<file path="config.mk">
export PLATFORM = sky130hd
export DESIGN_NAME = ccff_bitstream_loader
export DESIGN_NICKNAME = d
export VERILOG_FILES = /design/src/rtl/ccff_bitstream_loader.sv
export SDC_FILE = /design/constraint.sdc
export NUM_CORES = 1
export LEC_CHECK = 0
export CORE_ASPECT_RATIO = 0.5
export CORE_MARGIN = 2
export CORE_UTILIZATION = 55
export DETAILED_ROUTE_END_ITERATION = 8
export PLACE_DENSITY = 0.85
export SYNTH_ARGS = -nofsm -noshare
export SYNTH_HDL_FRONTEND = slang
export SYNTH_SLANG_ARGS = --single-unit
</file>
<file path="constraint.sdc">
create_clock -name prog_clk -period 3.35 [get_ports prog_clk]
set_input_delay 0.335 -clock prog_clk [delete_from_list [all_inputs] [get_ports prog_clk]]
set_output_delay 0.335 -clock prog_clk [all_outputs]
set_load 0.01 [all_outputs]
</file>
<file path="src/rtl/ccff_bitstream_loader.sv">
// Serial configuration-chain writer: streams CHAIN_LEN bits from valid/ready words into ccff_head,
// optionally repeating the stream and comparing what returns on ccff_tail.
module ccff_bitstream_loader #(
  parameter int WORD_W    = 32,
  parameter int CHAIN_LEN = 1024,
  parameter int CNT_W     = 16
) (
  input  logic              prog_clk,
  input  logic              prog_reset,
  input  logic              start,
  input  logic              verify,
  input  logic [WORD_W-1:0] word_data,
  input  logic              word_valid,
  output logic              word_ready,
  output logic              ccff_head,
  output logic              ccff_shift_en,
  input  logic              ccff_tail,
  output logic              busy,
  output logic              done,
  output logic              error,
  output logic [CNT_W-1:0]  mismatch_cnt
);
  localparam int NB_W = $clog2(WORD_W + 1);

  typedef enum logic [1:0] {IDLE, LOAD, SHIFT, DONE} state_e;

  state_e             state_q, state_d;
  logic [WORD_W-1:0]  sr_q, sr_d;
  logic [CNT_W-1:0]   bit_idx_q, bit_idx_d;
  logic [NB_W-1:0]    cnt_q, cnt_d;
  logic               pass_q, pass_d;
  logic               pass_max_q, pass_max_d;
  logic               err_q, err_d;
  logic [CNT_W-1:0]   mm_q, mm_d;
  logic [CNT_W-1:0]   rem;

  assign rem = CNT_W'(CHAIN_LEN) - bit_idx_q;

  always_ff @(posedge prog_clk) begin
    if (prog_reset) begin
      state_q    <= IDLE;
      sr_q       <= '0;
      bit_idx_q  <= '0;
      cnt_q      <= '0;
      pass_q     <= 1'b0;
      pass_max_q <= 1'b0;
      err_q      <= 1'b0;
      mm_q       <= '0;
    end else begin
      state_q    <= state_d;
      sr_q       <= sr_d;
      bit_idx_q  <= bit_idx_d;
      cnt_q      <= cnt_d;
      pass_q     <= pass_d;
      pass_max_q <= pass_max_d;
      err_q      <= err_d;
      mm_q       <= mm_d;
    end
  end

  always_comb begin
    state_d    = state_q;
    sr_d       = sr_q;
    bit_idx_d  = bit_idx_q;
    cnt_d      = cnt_q;
    pass_d     = pass_q;
    pass_max_d = pass_max_q;
    err_d      = err_q;
    mm_d       = mm_q;
    case (state_q)
      IDLE: begin
        if (start) begin
          state_d    = LOAD;
          pass_max_d = verify;
          pass_d     = 1'b0;
          bit_idx_d  = '0;
          err_d      = 1'b0;
          mm_d       = '0;
        end
      end
      LOAD: begin
        if (word_valid) begin
          sr_d    = word_data;
          cnt_d   = (rem < CNT_W'(WORD_W)) ? NB_W'(rem) : NB_W'(WORD_W);
          state_d = SHIFT;
        end
      end
      SHIFT: begin
        sr_d      = {1'b0, sr_q[WORD_W-1:1]};
        bit_idx_d = bit_idx_q + 1'b1;
        cnt_d     = cnt_q - 1'b1;
        // Tail now carries the bit driven CHAIN_LEN shifts ago: same position, previous pass.
        if (pass_q && (ccff_tail != sr_q[0])) begin
          err_d = 1'b1;
          if (mm_q != '1) mm_d = mm_q + 1'b1;
        end
        if (cnt_q == NB_W'(1)) begin
          if (bit_idx_d == CNT_W'(CHAIN_LEN)) begin
            if (pass_q < pass_max_q) begin
              pass_d    = 1'b1;
              bit_idx_d = '0;
              state_d   = LOAD;
            end else begin
              state_d = DONE;
            end
          end else begin
            state_d = LOAD;
          end
        end
      end
      DONE:    state_d = IDLE;
      default: state_d = IDLE;
    endcase
  end

  assign word_ready    = (state_q == LOAD);
  assign ccff_shift_en = (state_q == SHIFT);
  assign ccff_head     = ccff_shift_en & sr_q[0];
  assign busy          = (state_q == LOAD) || (state_q == SHIFT);
  assign done          = (state_q == DONE);
  assign error         = err_q;
  assign mismatch_cnt  = mm_q;

endmodule
</file>
==> results.cfg, run 1 <==
[logic_synthesis]
mappedNetlistArea_um2 = 4250
synthesis.nets = 567
synth_area_per_cell_um2 = 8.20
synth.ff_latch_count = 75
synth_edf_count = 0
synthesis.instances = 518
synth-async-reset-ratio_pct = 0
synth.lib_cells_used.distinct = 52
seq_area_frac_synth_pct = 35.4
number_of_warning_messages_in_the_yosys_log = 0
dominantRegCellSynth = sky130_fd_sc_hd__dfxtp_1

[clock_network]
cts.hold.buffers_added = 0
cts-buffers-inserted = 9
cts-htree-levels = 3
clock_latency_at_the_later_pin_of_the_worst_skew_pair_ns = 0.34
clock_path_buffers = 2
cts.clk_slew.worst_paths_ns = 0.06
cts.root.buffer_cell = sky130_fd_sc_hd__clkbuf_16
cts.sink_count = 75
tritoncts = done

[setup_path]
worstPathMaxFanout = 12
critPathSlowestCell = sky130_fd_sc_hd__or4_4
worstSetupEndpoint = cnt_q[3]$_SDFFE_PP0P_
path_cells = or4_4 -> or4b_4 -> a31oi_1 -> mux2i_1 -> or4_4 -> a311o_1 -> a21oi_1
critical_path.most_common_cell = sky130_fd_sc_hd__or4_4
r2r.worst_path.cells = 7
crit_required_ns = 3.61
r2r_start = bit_idx_q[0]$_SDFFE_PP0P_
reg2reg_setup_slack_ns = 0.43
critPathArrivalTime_ns = 3.18
critical_path.max_stage_delay_ns = 0.61
r2r-end = cnt_q[3]$_SDFFE_PP0P_
start_kind = flip-flop
criticalPathCategory = reg -> reg
crit_start = bit_idx_q[0]$_SDFFE_PP0P_
end_kind = flip-flop

[routing]
detailedRoute.firstIterationViolations = 309
number_of_vias_in_the_routed_layout = 3991
wl_met3_um = 548
drt_drc_violations_left = 0
drt-wirelength-per-cell_um = 15.5
routed-wl-met2_um = 4830
top_layer_used = met4
drt-total-wl_um = 10200
viasPerCell = 6.06
wl_met1_um = 4640
drtPass1Iterations = 4
antenna_left = 0

[cells_and_area]
num-nets-final = 607
fillers = 564
layout-area-overhead-vs-synth_pct = 22.2
fraction_of_layout_cells_with_a_size_suffix_above_1_pct = 6.39
layout.cells.non_filler = 659
num_antenna_cells = 0
postLayoutCellArea_um2 = 5190
commonest_cells_after_routing_fill_and_taps_aside = sky130_fd_sc_hd__dfxtp_1 (75), sky130_fd_sc_hd__nor2_1 (67), sky130_fd_sc_hd__clkdlybuf4s50_1 (58), sky130_fd_sc_hd__mux2i_1 (41), sky130_fd_sc_hd__a211oi_1 (35)
most_common_cell_after_layout_fill_and_taps_aside = sky130_fd_sc_hd__dfxtp_1

[worst_hold_path]
hp-class = in -> reg

[floorplanning]
die_y_um = 66.1
core_area_um2 = 7400
top_level_ports = 60
die_area_um2 = 8480
horizontal_extent_of_the_die_um = 128
initial_core_util_pct = 57.4
rows = 22

[placed_design]
place.port_buffers = 59
dp_hpwl_um = 6870
dp_cells = 643
post_dp_cell_area_um2 = 4870
placement.setup.worst_slack_ns = 0.352
globalplace.congestion = 0.956

[timing]
fin_crit_ns = 2.92
tightestPinTransition_ns = 0.585
clock.fmax_mhz = 343
finalHoldViolCount = 0
unrepaired_setup_endpoints_after_global_routing = no
fin_ws_ns = 0.434
post-route-period-util_pct = 87.0
maximum_clock_skew_at_final_layout_ns = 0.00445
report.final.setup_viol = 0
worst_rel_slew_slack_pct = 60.4
final_sum_of_negative_setup_slack_ns = 0
drv_slew = 0

[global_routing]
grt_pass1_wl_um = 16800
grtUsageTotal_pct = 25.0
grt-ovfl-total = 0
grt_max_degree = 64
number_of_antenna_violations_at_the_first_check_in_global_routing = 0
first_global_vias = 3555

[job]
cap_viol_max_count = 0

[pwr]
worst_ir_drop_vdd_mv = 0.349
total_leakage_power_uw = 0.00183
p_total_uw = 3460
pwr_density_cell_nw_per_um2 = 666

[run_status]
outcome = finished, final reports clean
critical path: cells and delay by family, from the launching register on:
| family | cells | cell delay, ns |
|---|---|---|
| AOI/OAI and AO/OA | 3 | 0.60 |
| DFF | 1 | 0.41 |
| muxes | 1 | 0.14 |
| and+or+nand+nor | 3 | 1.69 |
metrics by stage:
stage          util, %  hold WS [ns]
2_1_floorplan        -         0.432
3_3_place_gp      65.7         0.445
3_5_place_dp      65.7         0.466
4_1_cts           70.0         0.363
5_1_grt           70.1         0.377
6_report          70.1         0.371
how the worst min path moves through the flow:
| stage | start | endpoint | depth (start not counted) |
|---|---|---|---|
| final | prog_reset | cnt_q[0]$_SDFFE_PP0P_ | 4 |
| after detailed placement | pass_max_q$_SDFFE_PP0P_ | pass_max_q$_SDFFE_PP0P_ | 2 |
| after global placement | sr_q[31]$_SDFFE_PP0P_ | sr_q[31]$_SDFFE_PP0P_ | 2 |
| after global routing | prog_reset | cnt_q[0]$_SDFFE_PP0P_ | 4 |
| after CTS | prog_reset | cnt_q[0]$_SDFFE_PP0P_ | 4 |
| after floorplan | sr_q[31]$_SDFFE_PP0P_ | sr_q[31]$_SDFFE_PP0P_ | 2 |
power breakdown:
part	total [uW]	internal (uW)	switching, uW
logic	1200	507	697
registers	1210	1090	126
clock network	1040	657	381
sequential cells by signal, summed over array words and instances, names as in the netlist:
register / flops
error: 1
sr_q: 32
pass_q: 1
bit_idx_q: 16
cnt_q: 6
state_q: 2
pass_max_q: 1
mismatch_cnt: 16
what timing repair did:
item / 4_1_cts / 5_1_grt
setup endpoints to repair: 0 / 1
gates resized for setup: 0 / 1
buffers inserted: 0 / 0
area by class of cell:
class	count	area, um2	area share, %
multi-input combinational	391	2550	49.1
sequential	75	1500	28.9
timing repair buffer	68	653	12.6
clock buffer	11	233	4.48
tap	96	120	2.31
clock inverter	5	85.1	1.64
inverter	13	48.8	0.940
Yosys cell counts (9+ instances only):
library cell                n  area, um2
sky130_fd_sc_hd__nor2_1    67        251
sky130_fd_sc_hd__nand4_1   10       62.6
sky130_fd_sc_hd__nand3_1   32        160
sky130_fd_sc_hd__clkbuf_1  33        124
sky130_fd_sc_hd__o21ai_0   21        105
sky130_fd_sc_hd__inv_1     13       48.8
sky130_fd_sc_hd__dfxtp_1   75       1500
sky130_fd_sc_hd__ha_1      11        138
sky130_fd_sc_hd__xor2_1    17        149
sky130_fd_sc_hd__nor3_1     9       45.0
sky130_fd_sc_hd__nand2_1   24       90.1
sky130_fd_sc_hd__a211oi_1  35        263
sky130_fd_sc_hd__mux2i_1   41        410
sky130_fd_sc_hd__a21oi_1   28        140
cell families after synthesis:
group           Yosys count  synth area share, %
simple gates            194                 23.1
compound gates          121                 18.7
flops                    75                 35.4
buf+inv                  52                 4.77
mux                      44                 10.5
xor+xnor                 21                 4.33
fa+ha+maj                11                 3.24
per-layer routing:
metal | up-vias | track usage [%]
met4 | 0 | 8.93
met1 | 1877 | 32.5
met2 | 125 | 41.4
met5 | - | 0
met3 | 19 | 5.26
li1 | 1970 | -
Power figures use the tool's default switching activity.
==> inputs of run 2 (changes only) <==
--- a/config.mk
+++ b/config.mk
@@ -9,7 +9,7 @@
 export CORE_MARGIN = 2
 export CORE_UTILIZATION = 55
 export DETAILED_ROUTE_END_ITERATION = 8
-export PLACE_DENSITY = 0.85
+export PLACE_DENSITY = 0.9
 export SYNTH_ARGS = -nofsm -noshare
 export SYNTH_HDL_FRONTEND = slang
 export SYNTH_SLANG_ARGS = --single-unit
==> results.cfg, run 2 (same netlist as run 1, synthesis figures left out) <==
[timing]
tightestPinTransition_ns = 0.797
fin_crit_ns = 3.06
maximum_clock_skew_at_final_layout_ns = 0.00689
hold_slack_ns = 0.374
post-route-period-util_pct = 91.5
finalHoldViolCount = 0
final_sum_of_negative_setup_slack_ns = 0
worst_rel_slew_slack_pct = 46.5
report.final.setup_viol = 0
clock.fmax_mhz = 326
drv_slew = 0
unrepaired_setup_endpoints_after_global_routing = no

[clock_network]
clock_path_buffers = 2
cts-buffers-inserted = 9
cts-htree-levels = 3
postCtsSetupBuffers = 0
post_cts_resized = 0
cts.root.buffer_cell = sky130_fd_sc_hd__clkbuf_16
clock_latency_at_the_later_pin_of_the_worst_skew_pair_ns = 0.34
tritoncts = done
cts.hold.buffers_added = 0
cts.sink_count = 75
cts.clk_slew.worst_paths_ns = 0.06

[cells_and_area]
commonest_cells_after_routing_fill_and_taps_aside = sky130_fd_sc_hd__dfxtp_1 (75), sky130_fd_sc_hd__nor2_1 (67), sky130_fd_sc_hd__clkdlybuf4s50_1 (58), sky130_fd_sc_hd__mux2i_1 (41), sky130_fd_sc_hd__a211oi_1 (35)
most_common_cell_after_layout_fill_and_taps_aside = sky130_fd_sc_hd__dfxtp_1
finish.utilization_pct = 69.7
num_antenna_cells = 0
fraction_of_layout_cells_with_a_size_suffix_above_1_pct = 6.23
layout.cells.non_filler = 658
largest_register_ff_count = 32
num-nets-final = 606
layout-area-overhead-vs-synth_pct = 21.6
max_flop_register = sr_q
multi_input_area_um2 = 2540
fillers = 538
regArea_um2 = 1500

[floorplanning]
die_y_um = 66.1
core_area_um2 = 7400
die_area_um2 = 8480
horizontal_extent_of_the_die_um = 128
top_level_ports = 60
rows = 22
initial_core_util_pct = 57.4

[routing]
drt_drc_violations_left = 0
number_of_vias_in_the_routed_layout = 3971
drt-total-wl_um = 10200
drt-wirelength-per-cell_um = 15.5
drtPass1Iterations = 5
viasPerCell = 6.03
antenna_left = 0
detailedRoute.firstIterationViolations = 385

[global_routing]
number_of_antenna_violations_at_the_first_check_in_global_routing = 0
globalRoute.busiestLayer = met2
gr-usage-met2_pct = 42.7
grt-ovfl-total = 0
grt_pass1_wl_um = 17100
groute.layer.met1.usage_pct = 32.3
grt_max_degree = 64
grt.met3_usage_pct = 6.55
first_global_vias = 3576
grtUsageTotal_pct = 25.4

[pwr]
total_leakage_power_uw = 0.00182
p_total_uw = 3390
worst_ir_drop_vdd_mv = 0.417
pwr_density_cell_nw_per_um2 = 657

[setup_path]
worstPathMaxFanout = 12
end_kind = flip-flop
crit_required_ns = 3.61
start_kind = flip-flop
criticalPathCategory = reg -> reg
critPathArrivalTime_ns = 3.33

[job]
cap_viol_max_count = 0

[placed_design]
place.port_buffers = 59
dp_hpwl_um = 6810
globalplace.congestion = 0.915
dp_cells = 642

[run_status]
outcome = finished, final reports clean

[worst_hold_path]
hp-class = in -> reg
==> run 2: metrics by stage <==
step | setup slack [ns] | instance area (um2)
finish | 0.286 | 5160
CTS | 0.318 | 5160
detailed placement | 0.355 | 4860
floorplan | 0.579 | 4250
global route | 0.0464 | 5160
global placement | 0.489 | 4860
==> run 2: per-layer routing <==
metal	wire, um	vias up	part of all wire, %
met5	0	-	0
met4	142	0	1.4
met2	4930	151	48
met1	4530	1838	44
li1	-	1965	-
met3	617	17	6.0
==> run 2: critical path: stages (launching register included) <==
cell and delay (ns):
sky130_fd_sc_hd__dfxtp_1 0.42, sky130_fd_sc_hd__inv_1 0.18, sky130_fd_sc_hd__ha_1 0.23, sky130_fd_sc_hd__nor3b_1 0.55, sky130_fd_sc_hd__nand3_1 0.23, sky130_fd_sc_hd__a21boi_0 0.28, sky130_fd_sc_hd__mux2i_1 0.15, sky130_fd_sc_hd__or4_4 0.53
sky130_fd_sc_hd__a311o_1 0.27, sky130_fd_sc_hd__a21oi_1 0.15
==> run 2: power by group <==
part | switching [uW] | internal, uW | leakage [uW]
Sequential | 126 | 1090 | 0.000610
Combinational | 699 | 498 | 0.00107
Clock | 385 | 600 | 0.000146
==> run 2: area by class of cell <==
class,count,area share [%]
multi-input cells,391,49.3
flip-flops and latches,75,29.1
repair buffers,67,12.5
clock buffers,11,4.70
well taps,96,2.33
clock inverters,5,1.16
inverters,13,0.945
==> run 2: path summary, 6_finish.rpt <==
check / from / to / slack [ns] / cells past startpoint
max: bit_idx_q[0]$_SDFFE_PP0P_ / cnt_q[3]$_SDFFE_PP0P_ / 0.29 / 9
min: prog_reset / cnt_q[2]$_SDFFE_PP0P_ / 0.37 / 3
max reg2reg: bit_idx_q[0]$_SDFFE_PP0P_ / cnt_q[3]$_SDFFE_PP0P_ / 0.29 / 9
min reg2reg: sr_q[31]$_SDFFE_PP0P_ / sr_q[31]$_SDFFE_PP0P_ / 0.46 / 2
==> inputs of run 3 (changes only) <==
--- a/config.mk
+++ b/config.mk
@@ -10,6 +10,7 @@
 export CORE_UTILIZATION = 55
 export DETAILED_ROUTE_END_ITERATION = 8
 export PLACE_DENSITY = 0.9
+export SLEW_MARGIN = 20
 export SYNTH_ARGS = -nofsm -noshare
 export SYNTH_HDL_FRONTEND = slang
 export SYNTH_SLANG_ARGS = --single-unit
==> results of run 3 <==
The final DEF is identical to that of run 2; final timing and power are the same.
